File: src/rtl/led_pattern_sequencer_if.sv
// Bundle of the sequencer's button, pattern-source and LED signals.
// The environment drives through master; the sequencer connects as slave.
interface led_pattern_sequencer_if;
    logic       btn;        // raw asynchronous mode button, active high
    logic       auto_en;    // auto-cycle enable, synchronous level
    logic [7:0] pat_gray;   // external gray-counter pattern
    logic [7:0] pat_rng;    // external random pattern
    logic       step_gray;  // advance strobe to the gray source
    logic       step_rng;   // advance strobe to the rng source
    logic [1:0] mode;       // current display mode
    logic       blanking;   // high while LEDs are blanked between modes
    logic [7:0] leds;       // registered LED drive, bit 7 = LED1

    modport master (
        output btn, auto_en, pat_gray, pat_rng,
        input  step_gray, step_rng, mode, blanking, leds
    );

    modport slave (
        input  btn, auto_en, pat_gray, pat_rng,
        output step_gray, step_rng, mode, blanking, leds
    );
endinterface

File: src/rtl/led_pattern_sequencer.sv
// LED pattern sequencer: debounced button or auto timer steps through four
// display modes (gray, rng, walking one, bar), with a dark gap between modes.
module led_pattern_sequencer #(
    parameter int LOG2DELAY     = 22,
    parameter int DEBOUNCE_BITS = 16,
    parameter int AUTO_TICKS    = 64,
    parameter int BLANK_TICKS   = 2
) (
    input  logic clk,
    input  logic rst,
    led_pattern_sequencer_if.slave bus
);

    typedef enum logic {
        ST_SHOW  = 1'b0,
        ST_BLANK = 1'b1
    } state_e;

    localparam logic [1:0] MODE_GRAY = 2'd0;
    localparam logic [1:0] MODE_RNG  = 2'd1;
    localparam logic [1:0] MODE_WALK = 2'd2;
    localparam logic [1:0] MODE_BAR  = 2'd3;

    localparam logic [7:0] AUTO_LAST  = 8'(AUTO_TICKS - 1);
    localparam logic [3:0] BLANK_LAST = 4'(BLANK_TICKS - 1);

    logic [LOG2DELAY-1:0]     presc_q;
    logic                     tick;
    logic                     sync1_q, sync2_q;
    logic [DEBOUNCE_BITS-1:0] db_cnt_q;
    logic                     stable_q, stable_dly_q;
    logic                     press;
    logic [7:0]               auto_q;
    logic                     auto_adv;
    logic                     advance;
    logic                     show_tick;
    state_e                   state_q, state_d;
    logic [1:0]               mode_q, mode_d;
    logic [3:0]               blank_q, blank_d;
    logic [7:0]               walk_q, bar_q;
    logic [7:0]               leds_q, leds_d;

    // Free-running prescaler; tick marks the all-ones cycle before the wrap.
    // NOTE: sequential state uses non-blocking assignments so every register
    // samples the pre-edge values of the others, independent of block order.
    always_ff @(posedge clk) begin
        if (rst) presc_q <= '0;
        else     presc_q <= presc_q + 1'b1;
    end

    assign tick      = &presc_q;
    assign show_tick = tick & (state_q == ST_SHOW);

    // Two-flop synchronizer for the asynchronous button.
    always_ff @(posedge clk) begin
        if (rst) begin
            sync1_q <= 1'b0;
            sync2_q <= 1'b0;
        end else begin
            sync1_q <= bus.btn;
            sync2_q <= sync1_q;
        end
    end

    // Debounce: accept a new level only after it has persisted for the full count.
    always_ff @(posedge clk) begin
        if (rst) begin
            db_cnt_q     <= '0;
            stable_q     <= 1'b0;
            stable_dly_q <= 1'b0;
        end else begin
            stable_dly_q <= stable_q;
            if (sync2_q != stable_q) begin
                if (&db_cnt_q) begin
                    stable_q <= sync2_q;
                    db_cnt_q <= '0;
                end else begin
                    db_cnt_q <= db_cnt_q + 1'b1;
                end
            end else begin
                db_cnt_q <= '0;
            end
        end
    end

    assign press    = stable_q & ~stable_dly_q;
    assign auto_adv = show_tick & bus.auto_en & (auto_q == AUTO_LAST);
    // Requests during BLANK are dropped here rather than remembered.
    assign advance  = (state_q == ST_SHOW) & (press | auto_adv);

    // Auto-cycle tick counter, restarted by every accepted advance.
    always_ff @(posedge clk) begin
        if (rst || !bus.auto_en) auto_q <= '0;
        else if (advance)        auto_q <= '0;
        else if (show_tick)      auto_q <= auto_q + 8'd1;
    end

    // FSM state, mode and blank-gap counter registers.
    always_ff @(posedge clk) begin
        if (rst) begin
            state_q <= ST_SHOW;
            mode_q  <= MODE_GRAY;
            blank_q <= '0;
        end else begin
            state_q <= state_d;
            mode_q  <= mode_d;
            blank_q <= blank_d;
        end
    end

    // FSM next state: advance into BLANK, return to SHOW after the gap.
    // NOTE: every signal written here gets a default first, so no path can
    // leave one unassigned and infer a latch.
    always_comb begin
        state_d = state_q;
        mode_d  = mode_q;
        blank_d = blank_q;
        unique case (state_q)
            ST_SHOW: begin
                if (advance) begin
                    state_d = ST_BLANK;
                    mode_d  = mode_q + 2'd1;
                    blank_d = '0;
                end
            end
            ST_BLANK: begin
                if (tick) begin
                    if (blank_q == BLANK_LAST) begin
                        state_d = ST_SHOW;
                        blank_d = '0;
                    end else begin
                        blank_d = blank_q + 4'd1;
                    end
                end
            end
            default: state_d = ST_SHOW;
        endcase
    end

    // Internal walking-one and thermometer patterns, stepped only while shown.
    always_ff @(posedge clk) begin
        if (rst) begin
            walk_q <= 8'h01;
            bar_q  <= 8'h00;
        end else begin
            if (show_tick && mode_q == MODE_WALK)
                walk_q <= {walk_q[6:0], walk_q[7]};
            if (show_tick && mode_q == MODE_BAR)
                bar_q <= (bar_q == 8'hFF) ? 8'h00 : {bar_q[6:0], 1'b1};
        end
    end

    // LED source select; dark during the gap between modes.
    always_comb begin
        leds_d = 8'h00;
        if (state_q == ST_SHOW) begin
            unique case (mode_q)
                MODE_GRAY: leds_d = bus.pat_gray;
                MODE_RNG:  leds_d = bus.pat_rng;
                MODE_WALK: leds_d = walk_q;
                MODE_BAR:  leds_d = bar_q;
                default:   leds_d = 8'h00;
            endcase
        end
    end

    // Registered LED drive.
    always_ff @(posedge clk) begin
        if (rst) leds_q <= 8'h00;
        else     leds_q <= leds_d;
    end

    assign bus.step_gray = show_tick & (mode_q == MODE_GRAY);
    assign bus.step_rng  = show_tick & (mode_q == MODE_RNG);
    assign bus.mode      = mode_q;
    assign bus.blanking  = (state_q == ST_BLANK);
    assign bus.leds      = leds_q;

endmodule
File: src/flat_wrapper.sv
// flat-port wrapper written by rule: the top's interface ports become plain ports
module led_pattern_sequencer_flat 
#(
    parameter int LOG2DELAY     = 22,
    parameter int DEBOUNCE_BITS = 16,
    parameter int AUTO_TICKS    = 64,
    parameter int BLANK_TICKS   = 2
)
  (clk, rst, bus_btn, bus_auto_en, bus_pat_gray, bus_pat_rng, bus_step_gray, bus_step_rng, bus_mode, bus_blanking, bus_leds);
  led_pattern_sequencer_if bus_i ();
  input  logic clk;
  input  logic rst;
  input wire logic [$bits(bus_i.btn)-1:0] bus_btn;
  input wire logic [$bits(bus_i.auto_en)-1:0] bus_auto_en;
  input wire logic [$bits(bus_i.pat_gray)-1:0] bus_pat_gray;
  input wire logic [$bits(bus_i.pat_rng)-1:0] bus_pat_rng;
  output wire logic [$bits(bus_i.step_gray)-1:0] bus_step_gray;
  output wire logic [$bits(bus_i.step_rng)-1:0] bus_step_rng;
  output wire logic [$bits(bus_i.mode)-1:0] bus_mode;
  output wire logic [$bits(bus_i.blanking)-1:0] bus_blanking;
  output wire logic [$bits(bus_i.leds)-1:0] bus_leds;
  assign bus_i.btn = bus_btn;
  assign bus_i.auto_en = bus_auto_en;
  assign bus_i.pat_gray = bus_pat_gray;
  assign bus_i.pat_rng = bus_pat_rng;
  assign bus_step_gray = bus_i.step_gray;
  assign bus_step_rng = bus_i.step_rng;
  assign bus_mode = bus_i.mode;
  assign bus_blanking = bus_i.blanking;
  assign bus_leds = bus_i.leds;
  led_pattern_sequencer #(.LOG2DELAY(LOG2DELAY), .DEBOUNCE_BITS(DEBOUNCE_BITS), .AUTO_TICKS(AUTO_TICKS), .BLANK_TICKS(BLANK_TICKS)) u_core (.clk(clk), .rst(rst), .bus(bus_i));
endmodule
File: config.mk
export PLATFORM = sky130hd
export DESIGN_NAME = led_pattern_sequencer_flat
export DESIGN_NICKNAME = d
export VERILOG_FILES = /design/src/rtl/led_pattern_sequencer_if.sv /design/src/rtl/led_pattern_sequencer.sv /design/src/flat_wrapper.sv
export SDC_FILE = /design/constraint.sdc
export NUM_CORES = 1
export LEC_CHECK = 0
export BUFFER_PORTS_ARGS = -buffer_cell sky130_fd_sc_hd__buf_2
export CAP_MARGIN = 20
export CORE_MARGIN = 8
export CORE_UTILIZATION = 30
export CTS_BUF_LIST = sky130_fd_sc_hd__clkbuf_4 sky130_fd_sc_hd__clkbuf_8 sky130_fd_sc_hd__clkbuf_16
export CTS_CLUSTER_DIAMETER = 30
export DETAILED_ROUTE_END_ITERATION = 8
export PLACE_DENSITY_LB_ADDON = 0.1
export SLEW_MARGIN = 15
export SYNTH_ARGS = -nofsm -noshare
export SYNTH_HDL_FRONTEND = slang
export SYNTH_SLANG_ARGS = --single-unit
export TNS_END_PERCENT = 20
File: constraint.sdc
create_clock -name clk -period 2.9 [get_ports clk]
set_input_delay 0.29 -clock clk [delete_from_list [all_inputs] [get_ports clk]]
set_output_delay 0.29 -clock clk [all_outputs]
set_load 0.02 [all_outputs]
==> Flow_metrics.wiki, run 1 <==
{| class="wikitable"
! Metric !! Value
|-
| Status || complete, no violations
|-
| Core Util, Final || a little over a third
|-
| Number of DRC violations after detailed routing || 0
|-
| Number of warnings printed during yosys synthesis || 0
|-
| Number of enable-type register cells in the synthesized netlist || 0
|-
| R2R Path Start || u_core.presc_q[0]$_SDFF_PP0_
|-
| Top cells by count, synth || dfxtp_1, nor2_1, nand3_1
|-
| Number of global-route vias before repair || about 2800
|-
| Setup repair after global routing missed its margin || false
|-
| CTS Hold Buffers Added || 0
|-
| Synthesized instance count || 413
|-
| Register Area || between 1500 and 2000 um2
|-
| Flop and latch count out of synthesis || between 80 and 90
|-
| Cell internal power dissipation || 1.917 mW
|-
| Max rail drop VDD || roughly 0.37 mV
|-
| Global placer's final weighted congestion || a little over 0.7
|-
| Clock network power share || slightly above 50%
|-
| Vertical die dimension || 126.2 um
|-
| Arrival time reported for the critical path endpoint || approximately 2.5 ns
|-
| Area growth syn-to-layout || 17.47%
|-
| CTS root buffer || clkbuf_16
|-
| CTS tree || done
|-
| CP Class || reg -> reg
|-
| Clock-pin slew reported for the worst setup and hold paths after clock tree synthesis || about 0.060 ns
|-
| Overflow left after global routing || 0
|-
| Syn Nets || between 400 and 500
|-
| Fin crit share || 79.72%
|-
| Top flip-flop cell by instance count after synthesis || dfxtp_1
|-
| Deepest clock path buffer count || 2
|-
| Shortest period the worst path allows || roughly 2.3 ns
|-
| Total clock sinks || 81
|-
| Top cell type's share of synthesized area || between 40 and 50%
|-
| Latest clock arrival within the worst-skew pair || around 0.34 ns
|-
| Worst-margin pin slew || between 0.6 and 0.7 ns
|-
| Count of fill cells added during filler insertion || 1265
|-
| Final Hold Viols || 0
|-
| Layout cell share with drive strength beyond 1 || around 15%
|-
| Worst-case headroom to the max-slew limit || about 53%
|-
| Element type at the critical path start || flop
|-
| Kind of capture point of the worst setup path || flop
|-
| CP cell instances || ha_1, nand3_1, nor3_2, nand4b_1, nand3_1, o21ai_0
|-
| Final antenna diode count || 0
|-
| Worst Setup Slack post-DPL || 0.5635 ns
|-
| Library cell appearing most often on the critical path || nand3_1
|-
| Synth area leader || dfxtp_1
|-
| Number of CTS-inserted buffers || 9
|-
| Logic gate share of total power || between 2 and 3%
|-
| Sum of buffers and inverters on the critical path || 0
|-
| Via density per instance || between 4 and 5
|-
| Mapped cell area || roughly 3600 um2
|-
| Initial detailed-routing violation count || 160
|-
| Min-delay src || bus_btn
|-
| Leading cell type by number of instances after synthesis || dfxtp_1
|-
| Port bufs || 32
|-
| Fraction of power spent switching nets || 21.23%
|-
| Pins Over Slew Limit || 0
|-
| Min-Delay Path Class || in -> reg
|-
| Highest cell delay on the worst timing path || ~0.53 ns
|-
| Initial core utilization || between 30% and 40%
|-
| Number of nets in the layout || approximately 470
|-
| Sequential-to-total area share from yosys stat || 44.49%
|-
| Family of cells with the greatest summed delay on the critical path || simple AND/OR/NAND/NOR gates
|-
| Smallest setup slack after layout || a little under 0.6 ns
|-
| Max-cap violation count || 0
|-
| Average footprint of a synthesized cell || 8.825 um2
|-
| Power per cell area || between 500 and 600 nW/um2
|-
| Vias post-DR || just under 3000
|-
| Share of synthesized registers carrying an async set or reset || 0%
|-
| Total wire length after detailed routing || 8.349 mm
|-
| GRT Total Usage || around 11%
|-
| WP data required || around 3.1 ns
|-
| Dpl hpwl || between 5 and 6 mm
|-
| Post-CTS repair timing setup buffer count || 0
|-
| Row count || 40
|-
| First drt pass iteration count || 7
|-
| Total design power || 2.433 mW
|-
| Leakage power || between 1.5 and 2 nW
|-
| Worst-path maximum fanout || 16
|-
| Antenna-violating nets left || 0
|-
| Synth top area cells || dfxtp_1, nor2_1, xor2_1, nand3_1, ha_1
|-
| Switching power summed over all nets || 0.5167 mW
|-
| Count of cells resized by post-cts repair || 0
|-
| Wire length of the first global-routing pass || 13.99 mm
|-
| Num ports || 33
|-
| Maximum clock rate || around 0.43 GHz
|-
| Final setup TNS || 0 ns
|-
| Number of antenna violations at the first check in global routing || 0
|-
| Die outline area || between 15000 and 20000 um2
|-
| Slowest library cell on the worst path || nand4b_1
|-
| H-tree depth || 3
|-
| Source of the critical timing path || u_core.presc_q[0]$_SDFF_PP0_
|-
| Final setup violating endpoints || 0
|-
| Largest net degree at the start of global routing || 39
|-
| Combined area of the multi-input logic cells || ~1900 um2
|-
| Sequential Power Share || between 40% and 50%
|-
| Skew final || ~0.0073 ns
|-
| Area of the core region || approximately 12000 um2
|-
| DR WL/cell || roughly 14 um
|-
| Distinct cells, synth || 50
|-
| Overall die width || ~130 um
|}
## layout make-up
type,count,share of cell area (%)
tap,147,4.296
inverter,12,1.052
sequential,81,37.87
clock buffer,10,5.435
clock inverter,6,2.133
multi-input combinational,304,44.77
timing repair buffer,36,4.442
## through the flow
stage / hold slack [ns] / cell area (um2) / cells
after CTS: 0.1373 / 4282 / 596
after global placement: 0.4293 / 3958 / 580
after global routing: 0.1728 / 4282 / 596
after floorplan: 0.4138 / 3645 / 413
final: 0.1542 / 4282 / 596
after detailed placement: 0.4278 / 3958 / 580
## routing by layer
| layer | vias to the layer above | track usage, % | part of all wire [%] |
|---|---|---|---|
| li1 | 1511 | - | - |
| met1 | 1403 | 13.24 | 48 |
| met2 | 31 | 17.80 | 47 |
| met3 | 7 | 4.304 | 4.5 |
| met4 | 0 | 3.822 | 1.3 |
| met5 | - | 0 | 0 |
## flip-flops by register name, summed over array words and instances (netlist names)
register	count
u_core.presc_q	22
u_core.db_cnt_q	16
u_core.auto_q	8
u_core.bar_q	8
u_core.bus.leds	8
u_core.walk_q	8
u_core.blank_q	4
u_core.bus.mode	2
u_core.bus.blanking	1
u_core.stable_dly_q	1
u_core.stable_q	1
u_core.sync1_q	1
u_core.sync2_q	1
## worst reg2reg max path, cell delays in order, from the launching register on
cell	delay, ns
dfxtp_1	0.37
ha_1	0.20
nand3_1	0.28
nor3_2	0.45
nand4b_1	0.53
nand3_1	0.24
o21ai_0	0.11
## layout by cell type (no fill, tap or decap), types with 6 or more instances in the layout
master and instances:
o21ai_0 15, xnor2_1 11, xor2_1 21, a222oi_1 8, mux2i_1 10, nor2b_1 6
nand4_1 11, ha_1 9, clkbuf_16 9, nand2_1 28, nor2_1 69, a21oi_1 20
buf_2 32, inv_1 12, dfxtp_1 81, nand3_1 31
## cell families after synthesis
kind of cell / Yosys count / share of synthesized area [%]
DFF: 81 / 44.49
and+or+nand+nor: 195 / 28.90
buffers and inverters: 28 / 2.918
muxes: 10 / 2.746
AOI/OAI and AO/OA: 58 / 10.16
xor gates and xnor gates: 32 / 7.690
adders and majority gates: 9 / 3.090
## power groups by stage
| stage | clock network, mW | logic, mW | registers (mW) |
|---|---|---|---|
| 3_3_place_gp | 0 | 0.0685 | 1.15 |
| 4_1_cts | 1.29 | 0.0692 | 1.13 |
| 6_report | 1.24 | 0.0670 | 1.13 |
| 5_1_grt | 1.34 | 0.0752 | 1.13 |
| 2_1_floorplan | 0 | 0.0299 | 1.16 |
| 3_5_place_dp | 0 | 0.0687 | 1.15 |
## final timing paths
kind | endpoint | slack [ns] | cells after the start
setup / recovery | u_core.bar_q[1]$_SDFFE_PP0P_ | 0.59 | 6
hold / removal | u_core.sync1_q$_SDFF_PP0_ | 0.15 | 2
setup reg to reg | u_core.bar_q[1]$_SDFFE_PP0P_ | 0.59 | 6
hold reg to reg | u_core.sync2_q$_SDFF_PP0_ | 0.44 | 1
(Power assumes the default switching activity.)
==> run 2: changes to the inputs <==
Settings changed: ABC_AREA set to 1.
Clock period 2.9 ns to 2.24 ns, I/O delays scaled along.
==> run 2 against run 1 <==
Compared with the run above: combinational power rose by 29%; sequential share of layout area shrank 0.67 points; die area is 1.2% higher; global-route usage increased by 0.085 points; sequential cell count did not move; design area increased by 2.0%; clock skew about the same; clock-buffer cell count is 3 higher; via count is 8.6% higher.
==> Flow_metrics.wiki, run 2 <==
{| class="wikitable"
! Metric !! Value
|-
| Max-cap violation count || 0 (unchanged)
|-
| Share of synthesized registers carrying an async set or reset || 0% (unchanged)
|-
| Worst-case headroom to the max-slew limit || 61.67% (+8.2 points)
|-
| Row count || 40 (unchanged)
|-
| Skew final || 0.007215 ns (-0.0001009 ns)
|-
| Arrival time reported for the critical path endpoint || 1.87 ns (-0.65 ns)
|-
| Sequential-to-total area share from yosys stat || 43.89% (-0.60 points)
|-
| Area growth syn-to-layout || 18.15%
|-
| Synth top area cells || dfxtp_1, nand2_1, a21oi_1, nor2_1, nand3_1
|-
| Number of global-route vias before repair || 3102 (+9.5%)
|-
| Latest clock arrival within the worst-skew pair || 0.34 ns (about the same)
|-
| Clock-pin slew reported for the worst setup and hold paths after clock tree synthesis || 0.06 ns (about the same)
|-
| Number of nets in the layout || 569 (+20%)
|-
| Final antenna diode count || 0 (unchanged)
|-
| Flop and latch count out of synthesis || 81 (unchanged)
|-
| Max FFs per register || 22 (unchanged)
|-
| Top cell type's share of synthesized area || 43.89% (-0.60 points)
|-
| Dpl hpwl || 6.105 mm (+4.8%)
|-
| Total design power || 3.048 mW (+25%)
|-
| WP data required || 2.02 ns (-1.08 ns)
|-
| Global placer's final weighted congestion || 0.7994 (+12%)
|-
| Synthesized instance count || 501 (+21%)
|-
| Worst slack on hold paths || 0.09628 ns (-0.05791 ns)
|-
| Worst-margin pin slew || 0.5729 ns (-0.1183 ns)
|-
| Number of enable-type register cells in the synthesized netlist || 0 (unchanged)
|-
| Leakage power || 1.682 nW (+3.7%)
|-
| Final setup violating endpoints || 0 (unchanged)
|-
| Number of antenna violations at the first check in global routing || 0 (unchanged)
|-
| Initial core utilization || 30.76% (+0.29 points)
|-
| Worst-path maximum fanout || 5 (-11)
|-
| Biggest regs || u_core.presc_q x22, u_core.db_cnt_q x16
|-
| Number of DRC violations after detailed routing || 0 (unchanged)
|-
| Syn Nets || 530 (+20%)
|-
| Total clock sinks || 81 (unchanged)
|-
| Cell internal power dissipation || 2.416 mW (+26%)
|-
| Layer with the highest usage after global routing || met2
|-
| Vias post-DR || 3205 (+8.6%)
|-
| Power per cell area || 698.2 nW/um2 (+23%)
|-
| Top flip-flop cell by instance count after synthesis || dfxtp_1
|-
| Depth of the worst hold-timing path || 3 (+1)
|-
| Antenna-violating nets left || 0 (unchanged)
|-
| Average footprint of a synthesized cell || 7.375 um2 (-16%)
|-
| Met1 track demand over resource in global routing || 12.94% (-0.30 points)
|-
| Reg with most FFs || u_core.presc_q
|-
| Most common library cell in the layout ignoring fill and taps || nand2_1
|-
| GRT Total Usage || 11.18% (+0.085 points)
|-
| Max rail drop VDD || 0.3250 mV (-11%)
|-
| Initial detailed-routing violation count || 146 (-8.8%)
|-
| Combined area of the multi-input logic cells || 1812 um2 (-5.5%)
|-
| Total wire length after detailed routing || 8.486 mm (+1.6%)
|-
| Mapped cell area || 3695 um2 (+1.4%)
|-
| Largest net degree at the start of global routing || 28 (-28%)
|-
| CP cell instances || ha_1, nand2_2, nor2_4, nand2_2, nor2_4, nand3_2, nor2_2, inv_1, nor2_1, buf_4
|-
| Met2 demand-to-capacity share in global routing || 18.59% (+0.79 points)
|-
| Number of CTS-inserted buffers || 9 (unchanged)
|-
| Leading cell type by number of instances after synthesis || nand2_1
|-
| Logic gate share of total power || 2.8% (about the same)
|-
| H-tree depth || 3 (unchanged)
|-
| Layout cell share with drive strength beyond 1 || 15.41% (+0.71 points)
|-
| Overall die width || 127.0 um (+0.59%)
|-
| Num ports || 33 (unchanged)
|-
| Via density per instance || 4.632 (-6.5%)
|-
| Family of cells with the greatest summed delay on the critical path || simple AND/OR/NAND/NOR gates
|-
| Number of cells on the critical path || 10 (+4)
|-
| Fraction of power spent switching nets || 20.75% (-0.49 points)
|-
| Highest cell delay on the worst timing path || 0.33 ns (-0.20 ns)
|-
| Count of fill cells added during filler insertion || 1303 (+3.0%)
|-
| Maximum clock rate || 0.4776 GHz
|-
| CP Class || reg -> out
|-
| CTS Hold Buffers Added || 0 (unchanged)
|-
| Sum of buffers and inverters on the critical path || 2 (+2)
|-
| Distinct cells, synth || 37 (-26%)
|-
| Element type at the critical path start || flop
|-
| Final Hold Viols || 0 (unchanged)
|-
| Area of the core region || 12010 um2 (+0.42%)
|-
| Fin crit share || 93.48%
|-
| R2R cell count || 11 (+5)
|-
| Vertical die dimension || 127.0 um (+0.59%)
|-
| Top cells by count, synth || nand2_1, dfxtp_1, nor2_1
|-
| Die outline area || 16120 um2 (+1.2%)
|-
| Status || complete, no violations
|-
| Min-Delay Path Class || in -> reg
|-
| Register Area || 1624 um2 (+0.15%)
|-
| Sequential Power Share || 48.0% (+1.6 points)
|-
| CTS tree || done
|-
| Slowest library cell on the worst path || dfxtp_2
|-
| DR WL/cell || 12.26 um (-12%)
|-
| Number of warnings printed during yosys synthesis || 0 (unchanged)
|-
| Switching power summed over all nets || 0.6323 mW (+22%)
|-
| Deepest clock path buffer count || 2 (unchanged)
|-
| First drt pass iteration count || 4 (-3)
|-
| Overflow left after global routing || 0 (unchanged)
|-
| Pins Over Slew Limit || 0 (unchanged)
|-
| Kind of capture point of the worst setup path || output pin
|-
| Shortest period the worst path allows || about 2.1 ns
|-
| Clock network power share || 49.2% (-1.7 points)
|-
| Wire length of the first global-routing pass || 14.57 mm (+4.1%)
|-
| Synth area leader || dfxtp_1
|-
| CTS root buffer || clkbuf_16
|-
| Commonest cells after routing, fill and taps aside || nand2_1, dfxtp_1, nor2_1
|-
| Global-route met3 utilization || 2.704% (-1.6 points)
|-
| Port bufs || 32 (unchanged)
|}
## run 2: final timing paths
path,from,endpoint,slack [ns]
max reg2reg,u_core.presc_q[0]$_SDFF_PP0_,u_core.walk_q[0]$_SDFFE_PP1P_,0.32
min reg2reg,u_core.presc_q[0]$_SDFF_PP0_,u_core.presc_q[0]$_SDFF_PP0_,0.41
max,u_core.presc_q[0]$_SDFF_PP0_,bus_step_rng,0.15
min,bus_btn,u_core.sync1_q$_SDFF_PP0_,0.1
## run 2: worst reg2reg max path: stages (launching register included)
cell and delay, ns:
dfxtp_2 0.33, ha_1 0.18, nand2_2 0.08, nor2_4 0.13, nand2_2 0.09, nor2_4 0.16
buf_4 0.15, nand3_4 0.15, clkinv_2 0.15, nand2_1 0.19, nand2_1 0.11, o211ai_1 0.08
## run 2: metal layers
metal  share of wire [%]  up-vias  wire length (um)
met5                   0        -                 0
li1                    -     1715                 -
met3                 3.0       13               256
met4                 2.3        0               192
met2                  47       33              4010
met1                  47     1444              4026
## run 2: logic make-up after synthesis
logic type	count (synthesis)	share of synthesized area, %
AOI/OAI and AO/OA	87	12.60
buffers and inverters	68	7.484
and+or+nand+nor	240	29.19
xor gates and xnor gates	16	3.793
DFF	81	43.89
adders and majority gates	9	3.048
## run 2: power groups by stage
| stage | Sequential, mW | Clock [mW] | Combinational [mW] |
|---|---|---|---|
| floorplan | 1.50 | 0 | 0.0364 |
| global placement | 1.49 | 0 | 0.0865 |
| detailed placement | 1.49 | 0 | 0.0861 |
| CTS | 1.46 | 1.56 | 0.0863 |
| global route | 1.46 | 1.61 | 0.0967 |
| finish | 1.46 | 1.50 | 0.0862 |
## run 2: area by class of cell
cell class	instances	area share [%]
well taps	147	4.213
clock buffers	13	5.990
multi-input cells	352	41.50
repair buffers	42	5.503
inverters	54	4.672
flip-flops and latches	81	37.20
clock inverters	3	0.9172
## run 2: per-stage QoR
| step | setup WS, ns | util [%] | instance area, um2 | instances | TNS (ns) |
|---|---|---|---|---|---|
| 3_5_place_dp | 0.3202 | 33.33 | 4004 | 671 | 0 |
| 5_1_grt | -0.01302 | 36.34 | 4365 | 692 | -0.01302 |
| 3_3_place_gp | 0.3694 | 33.33 | 4004 | 671 | 0 |
| 4_1_cts | 0.01586 | 35.84 | 4305 | 687 | 0 |
| 2_1_floorplan | 0.5061 | - | 3695 | 501 | 0 |
| 6_report | 0.1461 | 36.34 | 4365 | 692 | 0 |
## run 2: what timing repair did
item / CTS / global route
pin swaps: 1 / 6
setup endpoints to repair: 2 / 2
resized for setup: 0 / 8
buffers inserted: 0 / 5
==> run 3: changes to the inputs <==
Settings changed: CORE_UTILIZATION 30 to 55, HOLD_SLACK_MARGIN set to 0.12.
==> run 3 against run 2 <==
Compared with the run above: cell count fell by 9.8%; sequential share of layout area rose by 1.4 points; critical path depth did not move; power fell by 9.3%; utilization rose by 27 points; register-to-register slack got worse by 0.02 ns; hold slack improved by 0.045 ns; clock power fell by 19%; critical path type unchanged; largest power group is now sequential cells.
==> Flow_metrics.wiki, run 3 (synthesized netlist as in run 2, its figures left out) <==
{| class="wikitable"
! Metric !! Value
|-
| Worst-path maximum fanout || 5 (unchanged)
|-
| Worst setup path endpoint || bus_step_rng
|-
| Skew final || 0.01351 ns (+0.006293 ns)
|-
| Arrival time reported for the critical path endpoint || 1.85 ns (-0.02 ns)
|-
| Final Hold Viols || 0 (unchanged)
|-
| Final antenna diode count || 0 (unchanged)
|-
| CP Class || reg -> out
|-
| Row count || 30 (-25%)
|-
| Leakage power || 1.644 nW (-2.2%)
|-
| Element type at the critical path start || flop
|-
| Highest cell delay on the worst timing path || 0.34 ns (about the same)
|-
| Pins Over Slew Limit || 0 (unchanged)
|-
| Worst reg2reg path endpoint || u_core.bar_q[5]$_SDFFE_PP0P_
|-
| Via density per instance || 5.216 (+13%)
|-
| Total clock sinks || 81 (unchanged)
|-
| Worst-margin pin slew || 0.5340 ns (-0.03881 ns)
|-
| Max-cap violation count || 0 (unchanged)
|-
| Logic gate share of total power || 3.1% (+0.3 points)
|-
| Layout cell share with drive strength beyond 1 || 14.52% (-0.89 points)
|-
| Cell internal power dissipation || 2.206 mW (-8.7%)
|-
| Shortest period the worst path allows || 2.074 ns (-0.02019 ns)
|-
| Vertical die dimension || 97.96 um (-23%)
|-
| CP cell instances || ha_1, nand2_1, nor2_2, nand2_2, nor2_4, nand3_2, nor2_2, inv_1, nor2_1, buf_2
|-
| GRT Total Usage || 16.66% (+5.5 points)
|-
| Global placer's final weighted congestion || 0.7865 (-1.6%)
|-
| Wire length of the first global-routing pass || 13.59 mm (-6.7%)
|-
| Final setup violating endpoints || 0 (unchanged)
|-
| Worst-case headroom to the max-slew limit || 64.27% (+2.6 points)
|-
| Status || complete, no violations
|-
| Dpl hpwl || 5.395 mm (-12%)
|-
| First drt pass iteration count || 4 (unchanged)
|-
| CTS tree || done
|-
| Number of nets in the layout || 568 (-0.18%)
|-
| Number of CTS-inserted buffers || 9 (unchanged)
|-
| Commonest cells after routing, fill and taps aside || nand2_1, dfxtp_1, nor2_1
|-
| Number of global-route vias before repair || 3102 (unchanged)
|-
| Overflow left after global routing || 0 (unchanged)
|-
| Sequential Power Share || 52.7% (+4.7 points)
|-
| Vias post-DR || 3255 (+1.6%)
|-
| Fin crit share || 92.58% (-0.90 points)
|-
| Switching power summed over all nets || 0.5594 mW (-12%)
|-
| Worst slack on hold paths || 0.1414 ns (+0.04508 ns)
|-
| Total wire length after detailed routing || 7.468 mm (-12%)
|-
| Max FFs per register || 22 (unchanged)
|-
| Fraction of power spent switching nets || 20.23% (-0.52 points)
|-
| Source of the critical timing path || u_core.presc_q[0]$_SDFF_PP0_
|-
| Latest clock arrival within the worst-skew pair || 0.35 ns (about the same)
|-
| Slack of the worst reg-to-reg path || 0.30 ns (-0.02 ns)
|-
| Final setup TNS || 0 ns (unchanged)
|-
| Power per cell area || 657.6 nW/um2 (-5.8%)
|-
| Clock-pin slew reported for the worst setup and hold paths after clock tree synthesis || 0.08 ns (+0.02 ns)
|-
| Clock network power share || 44.2% (-5.0 points)
|-
| Slowest library cell on the worst path || dfxtp_2
|-
| Most common library cell in the layout ignoring fill and taps || nand2_1
|-
| CTS root buffer || clkbuf_8
|-
| Area growth syn-to-layout || 13.82%
|-
| Kind of capture point of the worst setup path || output pin
|-
| WP data required || 2.02 ns (about the same)
|-
| Die outline area || 9596 um2 (-40%)
|-
| Maximum clock rate || 0.4822 GHz (+0.97%)
|-
| R2R Path Start || u_core.presc_q[0]$_SDFF_PP0_
|-
| Port bufs || 32 (unchanged)
|-
| H-tree depth || 3 (unchanged)
|-
| Initial core utilization || 55.61% (+25 points)
|-
| Biggest regs || u_core.presc_q x22, u_core.db_cnt_q x16
|-
| Min-Delay Path Class || in -> reg
|-
| Max rail drop VDD || 0.3271 mV (+0.64%)
|-
| Area of the core region || 6644 um2 (-45%)
|-
| Number of antenna violations at the first check in global routing || 0 (unchanged)
|-
| R2R cell count || 11 (unchanged)
|-
| Number of DRC violations after detailed routing || 0 (unchanged)
|-
| Initial detailed-routing violation count || 188 (+29%)
|-
| Library cell appearing most often on the critical path || nor2_2
|-
| Deepest clock path buffer count || 2 (unchanged)
|-
| Largest net degree at the start of global routing || 28 (unchanged)
|-
| DR WL/cell || 11.97 um (-2.4%)
|-
| Overall die width || 97.96 um (-23%)
|-
| Num ports || 33 (unchanged)
|-
| Reg with most FFs || u_core.presc_q
|-
| Antenna-violating nets left || 0 (unchanged)
|}
-- run 3: final cells by class --
type,instances,area [um2]
fillers,587,2439
multi-input cells,352,1804
clock inverters,4,73.82
flip-flops and latches,81,1623
inverters,54,203.9
clock buffers,12,165.2
well taps,80,100.1
repair buffers,41,235.2
-- run 3: how the worst min path moves through the flow --
stage	startpoint	end	slack (ns)	cells past startpoint
after floorplan	bus_btn	u_core.sync1_q$_SDFF_PP0_	0.33	2
after global placement	u_core.sync1_q$_SDFF_PP0_	u_core.sync2_q$_SDFF_PP0_	0.39	2
after detailed placement	u_core.sync1_q$_SDFF_PP0_	u_core.sync2_q$_SDFF_PP0_	0.40	2
after CTS	bus_pat_rng[3]	u_core.bus.leds[3]$_SDFF_PP0_	0.12	3
after global routing	bus_pat_rng[3]	u_core.bus.leds[3]$_SDFF_PP0_	0.13	3
final	bus_pat_rng[3]	u_core.bus.leds[3]$_SDFF_PP0_	0.14	3
-- run 3: metrics by stage --
stage          cell area, um2  power (mW)  setup slack (ns)  instances  util [%]
2_1_floorplan            3695       1.538            0.5061        501         -
3_3_place_gp             3913       1.575            0.4103        603     58.89
3_5_place_dp             3913       1.576            0.3424        603     58.89
4_1_cts                  4172       2.799           0.01160        621     62.79
5_1_grt                  4205       2.872         -0.007984        624     63.30
6_report                 4205       2.765            0.1663        624     63.30
-- run 3: routing by layer --
metal  global-route usage [%]  wire length, um  part of all wire (%)  up-vias
met3                    4.054              443                   5.9        9
met5                        0                0                     0        -
met2                    28.40             3549                    48       78
li1                         -                -                     -     1716
met1                    19.72             3379                    45     1452
met4                    6.235               95                   1.3        0
-- run 3: power groups by stage --
stage	combinational [mW]	sequential (mW)	clock, mW
6_report	0.0855	1.46	1.22
5_1_grt	0.0959	1.46	1.32
4_1_cts	0.0869	1.46	1.25
3_5_place_dp	0.0837	1.49	0
3_3_place_gp	0.0828	1.49	0
2_1_floorplan	0.0364	1.50	0
-- run 3: repair_timing --
item,CTS,global route
endpoints found under the setup margin,0,2
hold buffers,2,0
endpoints found under the hold margin,2,0
resized for setup,0,4
buffers inserted,0,3
-- run 3: worst max-delay path, delay by kind of cell (launching register included) --
family / cells / cell delay, ns
buffers and inverters: 2 / 0.21
DFF: 1 / 0.34
adders and majority gates: 1 / 0.16
and+or+nand+nor: 7 / 0.80
